===== src/rtl/tx_serial_pkg.sv =====
// Shared serial-link definitions: FSM state encoding and frame length.
// The receiver side imports the same package so both ends agree on framing.
package tx_serial_pkg;

    typedef enum logic [2:0] {
        ST_IDLE  = 3'd0,
        ST_START = 3'd1,
        ST_DATA  = 3'd2,
        ST_PAR   = 3'd3,
        ST_STOP  = 3'd4,
        ST_DONE  = 3'd5
    } tx_state_t;

    // start + data + parity + stop
    function automatic int frame_len(input int n_bits);
        return n_bits + 3;
    endfunction

endpackage


===== src/rtl/tx_serial_baud_tick_gen.sv =====
// Bit-period timer: one-cycle tick every CLK_P_BIT enabled cycles.
// Dropping enable clears the count so each frame starts with a full period.
module baud_tick_gen #(
    parameter int CLK_P_BIT = 5208
) (
    input  logic clock,
    input  logic reset_n,
    input  logic en,
    output logic tick
);

    localparam int CW = (CLK_P_BIT > 1) ? $clog2(CLK_P_BIT) : 1;
    localparam logic [CW-1:0] LAST = CW'(CLK_P_BIT - 1);

    logic [CW-1:0] cnt;

    always_ff @(posedge clock or negedge reset_n) begin
        if (!reset_n)
            cnt <= '0;
        else if (!en || cnt == LAST)
            cnt <= '0;
        else
            cnt <= cnt + 1'b1;
    end

    assign tick = en && (cnt == LAST);

endmodule


===== src/rtl/tx_serial.sv =====
// Asynchronous serial transmitter: start, N_BITS data (LSB first), parity, stop.
// txd and fim come straight from flops so the line never glitches.
module tx_serial
    import tx_serial_pkg::*;
#(
    parameter int BAUD_RATE = 9600,
    parameter int CLOCK_HZ  = 50_000_000,
    parameter int N_BITS    = 8,
    parameter int PARITY    = 1
) (
    input  logic              clock,
    input  logic              reset_n,
    input  logic              partida,
    input  logic [N_BITS-1:0] dados,
    output logic              txd,
    output logic              ocupado,
    output logic              fim
);

    localparam int CLK_P_BIT = CLOCK_HZ / BAUD_RATE;
    localparam int BW        = $clog2(N_BITS + 1);
    localparam logic [BW-1:0] LAST_BIT = BW'(N_BITS - 1);

    tx_state_t         state, state_nxt;
    logic [BW-1:0]     bit_idx, bit_nxt;
    logic [N_BITS-1:0] data_q, data_nxt, data_shift;
    logic              par_q, par_nxt;
    logic              txd_nxt, fim_nxt;
    logic              baud_en, tick;

    assign baud_en    = (state == ST_START) || (state == ST_DATA) ||
                        (state == ST_PAR)   || (state == ST_STOP);
    assign data_shift = data_q >> 1;
    assign ocupado    = (state != ST_IDLE);

    baud_tick_gen #(.CLK_P_BIT(CLK_P_BIT)) u_baud (
        .clock   (clock),
        .reset_n (reset_n),
        .en      (baud_en),
        .tick    (tick)
    );

    always_ff @(posedge clock or negedge reset_n) begin
        if (!reset_n) begin
            state   <= ST_IDLE;
            bit_idx <= '0;
            data_q  <= '0;
            par_q   <= 1'b0;
            txd     <= 1'b1;
            fim     <= 1'b0;
        end else begin
            state   <= state_nxt;
            bit_idx <= bit_nxt;
            data_q  <= data_nxt;
            par_q   <= par_nxt;
            txd     <= txd_nxt;
            fim     <= fim_nxt;
        end
    end

    // Next-state logic also computes the value txd holds for the coming bit.
    always_comb begin
        state_nxt = state;
        bit_nxt   = bit_idx;
        data_nxt  = data_q;
        par_nxt   = par_q;
        txd_nxt   = txd;
        fim_nxt   = 1'b0;
        case (state)
            ST_IDLE: begin
                txd_nxt = 1'b1;
                if (partida) begin
                    data_nxt  = dados;
                    par_nxt   = (PARITY != 0) ? ~^dados : ^dados;
                    bit_nxt   = '0;
                    txd_nxt   = 1'b0;
                    state_nxt = ST_START;
                end
            end
            ST_START: if (tick) begin
                txd_nxt   = data_q[0];
                state_nxt = ST_DATA;
            end
            ST_DATA: if (tick) begin
                if (bit_idx == LAST_BIT) begin
                    txd_nxt   = par_q;
                    state_nxt = ST_PAR;
                end else begin
                    bit_nxt  = bit_idx + 1'b1;
                    data_nxt = data_shift;
                    txd_nxt  = data_shift[0];
                end
            end
            ST_PAR: if (tick) begin
                txd_nxt   = 1'b1;
                state_nxt = ST_STOP;
            end
            ST_STOP: if (tick) begin
                fim_nxt   = 1'b1;
                state_nxt = ST_DONE;
            end
            ST_DONE: begin
                txd_nxt   = 1'b1;
                state_nxt = ST_IDLE;
            end
            default: begin
                txd_nxt   = 1'b1;
                state_nxt = ST_IDLE;
            end
        endcase
    end

endmodule


===== config.mk =====
export PLATFORM = sky130hd
export DESIGN_NAME = tx_serial
export DESIGN_NICKNAME = d
export VERILOG_FILES = /design/src/rtl/tx_serial_pkg.sv /design/src/rtl/tx_serial_baud_tick_gen.sv /design/src/rtl/tx_serial.sv
export SDC_FILE = /design/constraint.sdc
export NUM_CORES = 1
export LEC_CHECK = 0
export BUFFER_PORTS_ARGS = -buffer_cell sky130_fd_sc_hd__buf_2
export CAP_MARGIN = 20
export CORE_UTILIZATION = 60
export CTS_BUF_LIST = sky130_fd_sc_hd__clkbuf_8
export CTS_CLUSTER_DIAMETER = 30
export DETAILED_ROUTE_END_ITERATION = 12
export HOLD_SLACK_MARGIN = 0.05
export MAX_ROUTING_LAYER = met4
export PLACE_DENSITY = 0.8
export RECOVER_POWER = 25
export SLEW_MARGIN = 0
export SYNTH_ARGS = -nofsm -noshare
export SYNTH_HDL_FRONTEND = slang
export SYNTH_SLANG_ARGS = --single-unit

===== constraint.sdc =====
create_clock -name clock -period 2.4 [get_ports clock]
set_input_delay 0.48 -clock clock [delete_from_list [all_inputs] [get_ports clock]]
set_output_delay 0.48 -clock clock [all_outputs]
set_load 0.03 [all_outputs]

Word-level counts from Yosys, hierarchy flattened
Cells that the tools add are included.

Bitwise gates (word level): 1. Multiplexer cells: 24. Add/subtract/negate cells: 2. Equal/unequal tests: 13. Reductions and logical operators: 14.

Operators with widths (count): $mux W8 (3); $mux W3 (6); $pmux W8 S2 (1); $pmux W3 S5 (1); $add A13 B1 Y13 const B (1); $eq A13 B13 Y1 const B (1); $mux W13 (1); $mux W4 (3); $ne A2 B2 Y1 const B (6); $pmux W4 S2 (1); $reduce_and A4 Y1 (2); $reduce_xnor A8 Y1 (1); $mux W1 (7); $eq A3 B2 Y1 const B (2); $reduce_and A6 Y1 (1); $pmux W1 S5 (1); $add A4 B1 Y4 const B (1); $eq A4 B3 Y1 const B (1); $logic_or A1 B1 Y1 (4); $eq A3 B1 Y1 const B (1); $eq A3 B3 Y1 const B (1); $logic_not A3 Y1 (1); $reduce_bool A3 Y1 (1); $ne A2 B1 Y1 const B (1); 5 further kinds (5).

Bits in registers: 31. Output and inout bits: 3. Logic and storage cells: 61.

Longest topological paths before layout
Gate-level depths: netlist of run 1.

Depth after elaboration: 7. Gate-level depth with buffers: 6. Depth with buffers taken out: 5.

By module
A second synthesis of run 1 with hierarchy kept.

Cell total of the unflattened synthesis: 176. Area total of the unflattened synthesis: 1627.8 um^2.

Modules (own cells, without submodules): tx_serial (cells each 107, sequential area each 451.7 um^2, area each 959.7 um^2, times used 1); baud_tick_gen (cells each 69, sequential area each 325.3 um^2, area each 668.1 um^2, times used 1).

Worst setup path after synthesis of run 1
Ideal clock, no wire load.

Kind: register to register. From: register state[2]. To: register data_q[0]. Slack: 0.708 ns. Cell stages (with the launch flop): 6. Setup time: 0.125 ns. Data required time: 2.275 ns. Arrival: 1.567 ns. Cell sequence: dfrtp_1 > buf_6 > nor3b_4 > nand2_4 > o21ai_4 > mux2_2.

Cells in the longest elaborated chain, start to end: 7. Elaborated cells between the ends (all ways): 15. Classes of those cells: 7 x eq/ne; 1 x mux; 7 x reduce/logical.

RTL lines: start: declaration (RTL line tx_serial.sv:24) `tx_state_t state, state_nxt;`; start signal: assignment (RTL line tx_serial.sv:52) `state <= state_nxt;`; $eq A3 B1 Y1 or $eq A3 B2 Y1 (tied branches) (RTL line tx_serial.sv:31, tx_serial.sv:69); $logic_or A1 B1 Y1 (2 in a row) (RTL line tx_serial.sv:31) `assign baud_en = (state == ST_START) || (state == ST_DATA) ||`; $logic_or A1 B1 Y1 (RTL line tx_serial.sv:32) `(state == ST_PAR) || (state == ST_STOP);`; $logic_and A1 B1 Y1 (RTL line tx_serial_baud_tick_gen.sv:26) `assign tick = en && (cnt == LAST);`; $ne A2 B2 Y1 (no source line); $reduce_and A4 Y1 (no source line); end signal: assignment (RTL line tx_serial.sv:54) `data_q <= data_nxt;`; end: declaration (RTL line tx_serial.sv:26) `logic [N_BITS-1:0] data_q, data_nxt, data_shift;`.

Several ways; a longest one is shown, not always the timed one. A chain may end at the register's enable or synchronous reset.

Worst setup path after layout of run 1
From: register u_baud.cnt[3]. To: register data_q[3].

Cells in the longest elaborated chain, start to end: 4.

RTL lines: start: declaration (RTL line tx_serial_baud_tick_gen.sv:15) `logic [CW-1:0] cnt;`; start signal: assignment (RTL line tx_serial_baud_tick_gen.sv:23) `cnt <= cnt + 1'b1;`; $eq A13 B13 Y1 (RTL line tx_serial_baud_tick_gen.sv:26); $logic_and A1 B1 Y1 (RTL line tx_serial_baud_tick_gen.sv:26); $ne A2 B2 Y1 (no source line); $reduce_and A4 Y1 (no source line).

No other way between the ends.

==> results of run 1 <==
-- Yosys cell counts (2+ instances only) --
| master | count | area share [%] |
|---|---|---|
| dfrtp_1 | 30 | 45 |
| nor2_1 | 17 | 3.8 |
| mux2_2 | 14 | 9.4 |
| xnor2_1 | 12 | 6.2 |
| nand2_1 | 8 | 1.8 |
| xor2_1 | 8 | 4.2 |
| nand3_1 | 7 | 2.1 |
| o21ai_0 | 6 | 1.8 |
| nand4_1 | 5 | 1.9 |
| a21oi_1 | 4 | 1.2 |
| and3_1 | 4 | 1.5 |
| inv_1 | 4 | 0.89 |
| nor3_1 | 3 | 0.89 |
| o31ai_1 | 3 | 1.3 |
| and2_1 | 2 | 0.74 |
| and4_1 | 2 | 1.0 |
| buf_6 | 2 | 1.3 |
| clkbuf_1 | 2 | 0.45 |
| ha_1 | 2 | 1.5 |
| nand2b_1 | 2 | 0.74 |
| or4_1 | 2 | 0.89 |
-- area by class of cell --
class | instances | area (µm²)
Clock buffer | 5 | 68.8
Clock inverter | 3 | 12.5
Fill cell | 188 | 744
Inverter | 4 | 15.0
Multi-Input combinational cell | 116 | 848
Sequential cell | 31 | 777
Tap cell | 30 | 37.5
Timing Repair Buffer | 13 | 63.8
-- critical path: stages, from the launching register on --
cell	delay [ns]
dfrtp_1	0.46
nor4_4	0.37
nand3_2	0.32
o21ai_4	0.35
mux2_2	0.37
-- metrics by stage --
stage	cells	setup WS (ns)	power (mW)	hold slack [ns]
final	202	0.414	0.963	0.453
after floorplan	157	0.708	0.572	0.184
after CTS	202	0.404	0.981	0.248
after detailed placement	194	0.407	0.599	0.469
after global routing	202	0.226	1.01	0.464
after global placement	194	0.509	0.596	0.437
-- registers in the layout (all words and copies together), names as in the netlist --
name,count
u_baud.cnt,13
par_q,1
fim,1
bit_idx,4
txd,1
data_q,8
state,3
-- routing by layer --
metal	routed length, µm	track usage [%]	part of all wire (%)
met1	1440	30.1	48
met2	1380	34.9	46
met3	139	9.84	4.7
met4	27	10.0	0.91
met5	0	-	0
-- cells by family after synthesis --
family	count (synthesis)	synth area share, %
xor gates and xnor gates	20	10.4
DFF	31	46.2
buffers and inverters	10	3.42
adders and majority gates	2	1.49
muxes	15	9.96
and+or+nand+nor	60	21.0
AOI/OAI and AO/OA	19	7.51
-- how the worst min path moves through the flow --
stage                  startpoint       endpoint  slack [ns]
floorplan                 reset_n     bit_idx[0]        0.18
global placement    u_baud.cnt[0]  u_baud.cnt[0]        0.44
detailed placement  u_baud.cnt[0]  u_baud.cnt[0]        0.47
CTS                       reset_n     bit_idx[1]        0.25
global route             dados[7]      data_q[7]        0.46
finish                   dados[7]      data_q[7]        0.45
-- power by group through the flow --
stage	clock network [mW]	registers [mW]	logic (mW)
2_1_floorplan	0	0.540	0.0317
3_3_place_gp	0	0.541	0.0551
3_5_place_dp	0	0.542	0.0571
4_1_cts	0.391	0.532	0.0573
5_1_grt	0.415	0.533	0.0627
6_report	0.375	0.532	0.0555
==> metrics.csv, run 1 <==
metric,value,unit
layout cell share with drive strength beyond 1,23.3,%
flop-to-flop setup slack,0.41,ns
Ports,14,
Inserted Clock Buffers,5,
status,"finished, violations left",
Hold Buf Count CTS,0,
first-pass iteration count of the detailed router,4,
Static Leak,0.761,nW
"EDFF count, synth",0,
Ant. Diodes,0,
async set-or-reset flop fraction in the synthesized netlist,100,%
initial antenna violation count,0,
Via density,5.85,
worst-path fanout max,15,
Final Cell Area,1820,µm²
cts repair resizes,0,
die area,3020,µm²
max_cap viols,1,
Worst EP arrival,2.15,ns
worst min-delay path class,input pin to flop,
Crit Path Category,flop to flop,
initial DRC count,23,
r2r worst-path depth,4,
PwrDens,528,nW/µm²
gr usage total,24.2,%
Tcrit/Tclk final,82.8,%
R2R Path Start,u_baud.cnt[3],
Logic pwr share,5.8,%
CTS tree,yes,
final setup vio count,0,
Peak VDD IR,0.539,mV
failing checks,"capacitance limit, slew limit",
via count,1181,
Placer Congestion,0.829,
Pins Over Slew Limit,32,
total negative slack,0,ns
Post-route DRC,0,
"commonest non-fill, non-tap cell in the layout",dfrtp_1,
final hold violations,0,
syn avg cell area,10.7,µm²
vias in the first global route,1066,
Worst slew margin,-6.40,%
count of buffers from port buffering,13,
Sw Pwr,211,µW
core area,2570,µm²
starting density of the core,65.5,%
post-DP HPWL,2.16,mm
number of warning messages in the yosys log,0,
die width,55.0,µm
Worst Setup EP,data_q[3],
clock tree buffer depth,2,
Clock Skew,0.00965,ns
Crit path required time,2.56,ns
"Seq/Total Area, Yosys",46.2,%
Gate Count Post-Synth,157,
gr ovfl total,0,
post-layout util,71.0,%
internal cell power,751,µW
Worst setup startpoint,u_baud.cnt[3],
first-pass GRT wire length,4.75,mm
Syn-to-layout area delta,8.33,%
CTS Root Cell,clkbuf_8,
fmax,503,MHz
most frequent cells in the layout,"30 x dfrtp_1, 17 x nor2_1, 14 x mux2_2, 12 x xnor2_1, 12 x buf_2",
total setup buffers inserted after CTS,0,
final wirelength,2.98,mm
Die Height,55.0,µm
Mapped Nets,170,
Max H-tree Level,2,
Worst-path clk slew,0.07,ns
sw frac,22.0,%
clk sinks,31,
crit path time final,1.99,ns
share of power burned in registers,55.3,%
DR WL/cell,14.7,µm
Synth Flop Type,dfrtp_1,
placed cell areas,1740,µm²
worst-margin pin slew,1.60,ns
Post-Syn Area,1680,µm²
row count,18,
Antenna Nets Post-Route,0,
Worst Hold Path Cells,3,
RSZ-0062 raised after global routing,no,
worst reg2reg path endpoint,data_q[3],
Layout Nets,184,
largest net degree at the start of global routing,32,
clock power share,38.9,%
startpoint types,flop,
Cell variety after synth,39,
Synth Register Bits,31,
CP Capture Type,flop,
worst skew pair latency,0.28,ns
Power figures use the tool's default switching activity.
==> run 2: changes to the inputs <==
clock period = 1.9 ns   (was 2.4 ns; I/O delays follow)
==> metrics.csv, run 2 (synthesized netlist as in run 1, its figures left out) <==
metric,value,unit,change
Hold Crit Start,dados[7],,
Ant. Diodes,0,,unchanged
clock power share,47.4,%,+8.5 points
sw frac,20.2,%,-1.8 points
count of buffers from port buffering,13,,unchanged
share of power burned in registers,47.6,%,-7.7 points
Worst setup startpoint,u_baud.cnt[0],,
gr ovfl total,0,,unchanged
first-pass GRT wire length,5.22,mm,+10%
Largest register FFs,13,,unchanged
Layout Nets,190,,+3.3%
Reg area,777,µm²,unchanged
Via density,5.93,,+1.5%
layout cell share with drive strength beyond 1,27.5,%,+4.3 points
CTS tree,yes,,
crit path time final,1.76,ns,-0.231 ns
clk sinks,31,,unchanged
Crit Path Category,flop to flop,,
Hold Buf Count CTS,0,,unchanged
Worst-path clk slew,0.06,ns,about the same
final setup vio count,0,,unchanged
placed cell areas,1790,µm²,+2.6%
Logic pwr share,5.1,%,-0.7 points
CP Capture Type,flop,,
Inserted Clock Buffers,5,,unchanged
internal cell power,1.13,mW,+50%
CTS Root Cell,clkbuf_8,,
Max H-tree Level,2,,unchanged
initial DRC count,36,,+57%
Sw Pwr,285,µW,+35%
Clock Skew,0.00645,ns,-0.00320 ns
die width,55.0,µm,unchanged
area of the multi-input gates,858,µm²,+1.2%
final hold violations,0,,unchanged
initial antenna violation count,0,,unchanged
worst min-delay path class,input pin to flop,,
final wirelength,3.18,mm,+6.8%
via count,1234,,+4.5%
RSZ-0062 raised after global routing,no,,
Static Leak,0.803,nW,+5.5%
Die Height,55.0,µm,unchanged
most frequent cells in the layout,"30 x dfrtp_1, 17 x nor2_1, 14 x mux2_2, 12 x xnor2_1, 12 x buf_2",,
die area,3020,µm²,unchanged
startpoint types,flop,,
row count,18,,unchanged
worst-margin pin slew,1.60,ns,+0.00556 ns
Crit path required time,2.07,ns,-0.49 ns
fmax,570,MHz,+13%
Final Cell Area,1910,µm²,+5.0%
status,"finished, violations left",,
worst-path fanout max,8,,-7
total negative slack,0,ns,unchanged
"commonest non-fill, non-tap cell in the layout",dfrtp_1,,
Placer Congestion,0.870,,+5.0%
r2r worst-path depth,5,,+1
clock tree buffer depth,2,,unchanged
core area,2570,µm²,unchanged
largest reg by FF count,u_baud.cnt,,
Pins Over Slew Limit,32,,unchanged
DR WL/cell,15.3,µm,+3.7%
R2R Path Start,u_baud.cnt[0],,
starting density of the core,65.5,%,unchanged
Peak VDD IR,0.721,mV,+34%
Tcrit/Tclk final,92.4,%,+9.6 points
Syn-to-layout area delta,13.8,%,
vias in the first global route,1187,,+11%
filler instances,181,,-3.7%
gr usage total,25.8,%,+1.5 points
Worst Hold Path Cells,3,,unchanged
PwrDens,738,nW/µm²,+40%
Post-route DRC,0,,unchanged
largest net degree at the start of global routing,32,,unchanged
worst skew pair latency,0.29,ns,about the same
post-DP HPWL,2.25,mm,+4.0%
max_cap viols,1,,unchanged
biggest regs,"u_baud.cnt (13), data_q (8), bit_idx (4)",,
Antenna Nets Post-Route,0,,unchanged
failing checks,"capacitance limit, slew limit",,
Worst slew margin,-6.77,%,-0.37 points
Ports,14,,unchanged
first-pass iteration count of the detailed router,4,,unchanged
Worst EP arrival,1.93,ns,-0.22 ns
[run 2: cell count changes in the layout (fill, tap and decap cells not counted), sizes merged]
cell / change
buf: +6
bufinv: +1
inv: -2
clkbuf: +1
[run 2: power groups by stage]
stage | sequential (mW) | combinational (mW) | clock (mW)
final | 0.672 | 0.0715 | 0.669
after global routing | 0.673 | 0.0794 | 0.703
after CTS | 0.672 | 0.0736 | 0.679
after detailed placement | 0.684 | 0.0728 | 0
after global placement | 0.683 | 0.0691 | 0
after floorplan | 0.682 | 0.0400 | 0
[run 2: stage by stage]
step	worst slack, ns	instances	total power, mW	hold slack (ns)	util, %
floorplan	0.208	157	0.722	0.0844	-
global placement	0.176	200	0.752	0.446	69.6
detailed placement	0.102	200	0.757	0.446	69.6
CTS	0.0891	208	1.42	0.144	74.2
global route	0.0357	208	1.45	0.378	74.6
finish	0.145	208	1.41	0.341	74.6
[run 2: per-layer routing]
| metal | track usage [%] | up-vias | share of wire, % |
|---|---|---|---|
| met3 | 8.20 | 7 | 5.5 |
| met2 | 39.0 | 38 | 49 |
| met5 | - | - | 0 |
| met1 | 32.1 | 593 | 44 |
| li1 | - | 596 | - |
| met4 | 10.0 | 0 | 1.4 |
[run 2: what timing repair did]
action,4_1_cts,5_1_grt
endpoints found under the setup margin,0,17
buffers inserted,0,0
gates resized for setup,0,2
[run 2: critical path, cell delays in order (launching register included)]
cell     delay [ns]
dfrtp_1        0.36
ha_1           0.18
and4_1         0.29
nand3_4        0.15
o21ai_4        0.28
mux2_2         0.38
[run 2: final timing paths]
| path | end | slack [ns] |
|---|---|---|
| min in group asynchronous | bit_idx[3] | 0.49 |
| worst max register to register | data_q[6] | 0.14 |
| worst max-delay path | data_q[6] | 0.14 |
| max in group asynchronous | u_baud.cnt[9] | 0.49 |
| worst min-delay path | data_q[7] | 0.34 |
| worst min register to register | u_baud.cnt[0] | 0.45 |
[run 2: layout make-up]
| type | instances | share of cell area, % |
|---|---|---|
| clock buffer | 6 | 4.31 |
| clock inverter | 2 | 1.83 |
| inverter | 4 | 0.784 |
| multi-input combinational | 116 | 44.8 |
| sequential | 31 | 40.6 |
| tap | 30 | 1.96 |
| timing repair buffer | 19 | 5.69 |
==> run 3: changes to the inputs <==
SETUP_SLACK_MARGIN = 0.4   (was default)
==> metrics.csv, run 3 (synthesized netlist as in run 1, its figures left out) <==
metric,value,unit,change
Layout Nets,204,,+7.4%
WL met3,208,µm,+19%
crit-path cells,ha_2 -> and4_4 -> nand3_4 -> o21ai_4 -> buf_12 -> mux2_4,,
filler instances,150,,-17%
count of buffers from port buffering,13,,unchanged
sw frac,23.0,%,+2.8 points
max_cap viols,0,,-1
Peak VDD IR,0.757,mV,+4.9%
crit path time final,1.72,ns,-0.0339 ns
startpoint types,flop,,
RSZ-0062 raised after global routing,yes,,
Ant. Diodes,0,,unchanged
Antenna Nets Post-Route,0,,unchanged
starting density of the core,65.5,%,unchanged
worst reg2reg path endpoint,data_q[2],,
fmax,581,MHz,+2.0%
via count,1351,,+9.5%
share of power burned in registers,54.3,%,+6.7 points
Final WS setup,0.178,ns,+0.0339 ns
initial DRC count,38,,+5.6%
Static Leak,0.909,nW,+13%
biggest regs,"u_baud.cnt (13), data_q (8), bit_idx (4)",,
layout cell share with drive strength beyond 1,42.7,%,+15 points
final hold violations,0,,unchanged
r2r worst-path depth,6,,+1
"delay-heaviest family, CP",simple AND/OR/NAND/NOR gates,,
die width,55.0,µm,unchanged
Crit path required time,2.07,ns,about the same
clk sinks,31,,unchanged
Clock Skew,0.00926,ns,+0.00280 ns
Worst-path clk slew,0.07,ns,about the same
Worst EP arrival,1.89,ns,-0.04 ns
Crit Path Category,flop to flop,,
Via density,6.09,,+2.6%
Hold Buf Count CTS,0,,unchanged
CTS Root Cell,clkbuf_8,,
clock tree buffer depth,2,,unchanged
Ports,14,,unchanged
Logic pwr share,6.3,%,+1.2 points
row count,18,,unchanged
Top Layer Used,met4,,
clock power share,39.4,%,-8.0 points
worst-path fanout max,7,,-1
CP Capture Type,flop,,
Pins Over Slew Limit,0,,-100%
status,"finished, final reports clean",,
internal cell power,954,µW,-15%
PwrDens,585,nW/µm²,-21%
gr ovfl total,0,,unchanged
Crit-path slowest cell,dfrtp_1,,
Max H-tree Level,2,,unchanged
R2R Path Start,u_baud.cnt[0],,
final setup vio count,0,,unchanged
initial antenna violation count,0,,unchanged
worst min-delay path class,input pin to async pin,,
Die Height,55.0,µm,unchanged
Post-route DRC,0,,unchanged
Sw Pwr,285,µW,-0.19%
first-pass iteration count of the detailed router,5,,+1
final wirelength,4.01,mm,+26%
placed cell areas,1810,µm²,+1.0%
Tcrit/Tclk final,90.6,%,-1.8 points
Placer Congestion,0.844,,-3.0%
CTS tree,yes,,
flop-to-flop setup slack,0.18,ns,+0.03 ns
wire length on met1,1.70,mm,+21%
crit path buf inv count,1,,+1
core area,2570,µm²,unchanged
CP max stage delay,0.37,ns,about the same
post-DP HPWL,2.40,mm,+6.8%
gr usage total,29.5,%,+3.7 points
worst skew pair latency,0.28,ns,about the same
Final Cell Area,2120,µm²,+11%
largest reg by FF count,u_baud.cnt,,
Place WS,-0.00331,ns,-0.105 ns
Largest register FFs,13,,unchanged
met2 routed WL,2.04,mm,+31%
largest net degree at the start of global routing,32,,unchanged
total power,1.24,mW,-12%
worst-margin pin slew,0.695,ns,-0.907 ns
Inserted Clock Buffers,5,,unchanged
most frequent cells in the layout,"25 x dfrtp_1, 17 x buf_4, 16 x nor2_1, 12 x buf_2, 11 x xnor2_1",,
DR WL/cell,18.0,µm,+18%
Syn-to-layout area delta,25.7,%,
die area,3020,µm²,unchanged
post-layout util,82.4,%,+7.8 points
"commonest non-fill, non-tap cell in the layout",dfrtp_1,,
vias in the first global route,1273,,+7.2%
Worst slew margin,53.7,%,+60 points
first-pass GRT wire length,5.81,mm,+11%
run 3: cell types whose count changed in the layout (fill, tap and decap cells not counted), moves of 3 or more:
cell     delta
mux2_4      +7
buf_6       +3
dfrtp_2     +5
buf_4      +11
mux2_2      -7
dfrtp_1     -5
run 3: worst max-delay path by stage:
| stage | start | endpoint | slack (ns) | depth (start not counted) |
|---|---|---|---|---|
| 4_1_cts | u_baud.cnt[7] | txd | 0.21 | 5 |
| 2_1_floorplan | state[2] | data_q[0] | 0.21 | 5 |
| 6_report | u_baud.cnt[0] | data_q[2] | 0.18 | 6 |
| 3_5_place_dp | u_baud.cnt[0] | data_q[2] | -0.003 | 5 |
| 5_1_grt | u_baud.cnt[7] | data_q[2] | 0.12 | 5 |
| 3_3_place_gp | u_baud.cnt[3] | data_q[5] | 0.09 | 4 |
run 3: layer usage:
layer,vias to the layer above,track usage [%]
met3,7,8.20
met1,676,35.3
met4,0,15.4
met5,-,-
met2,48,45.4
li1,620,-
run 3: layout make-up:
class                   count  area, µm²  share of cell area [%]
repair buffers             33        241                    11.4
multi-input cells         116        957                    45.2
clock buffers               5       68.8                    3.25
clock inverters             3       12.5                   0.591
inverters                   4       15.0                   0.710
well taps                  30       37.5                    1.77
flip-flops and latches     31        783                    37.0
run 3: stage by stage:
| step | hold WS (ns) | instances | TNS (ns) |
|---|---|---|---|
| final | 0.141 | 222 | 0 |
| after global routing | 0.203 | 222 | 0 |
| after CTS | 0.157 | 221 | 0 |
| after detailed placement | 0.449 | 202 | -0.00331 |
| after global placement | 0.442 | 202 | 0 |
| after floorplan | 0.0844 | 157 | 0 |
run 3: power groups by stage:
stage          logic, mW  clock network (mW)  registers (mW)
6_report          0.0782               0.487           0.673
5_1_grt           0.0861               0.516           0.673
4_1_cts           0.0773               0.484           0.673
3_5_place_dp      0.0719                   0           0.684
3_3_place_gp      0.0695                   0           0.684
2_1_floorplan     0.0400                   0           0.682
run 3: timing repair:
item	in CTS	in global routing
pin swaps	7	11
setup buffers	11	1
gates cloned	0	0
setup endpoints to repair	27	31
resized for setup	23	15
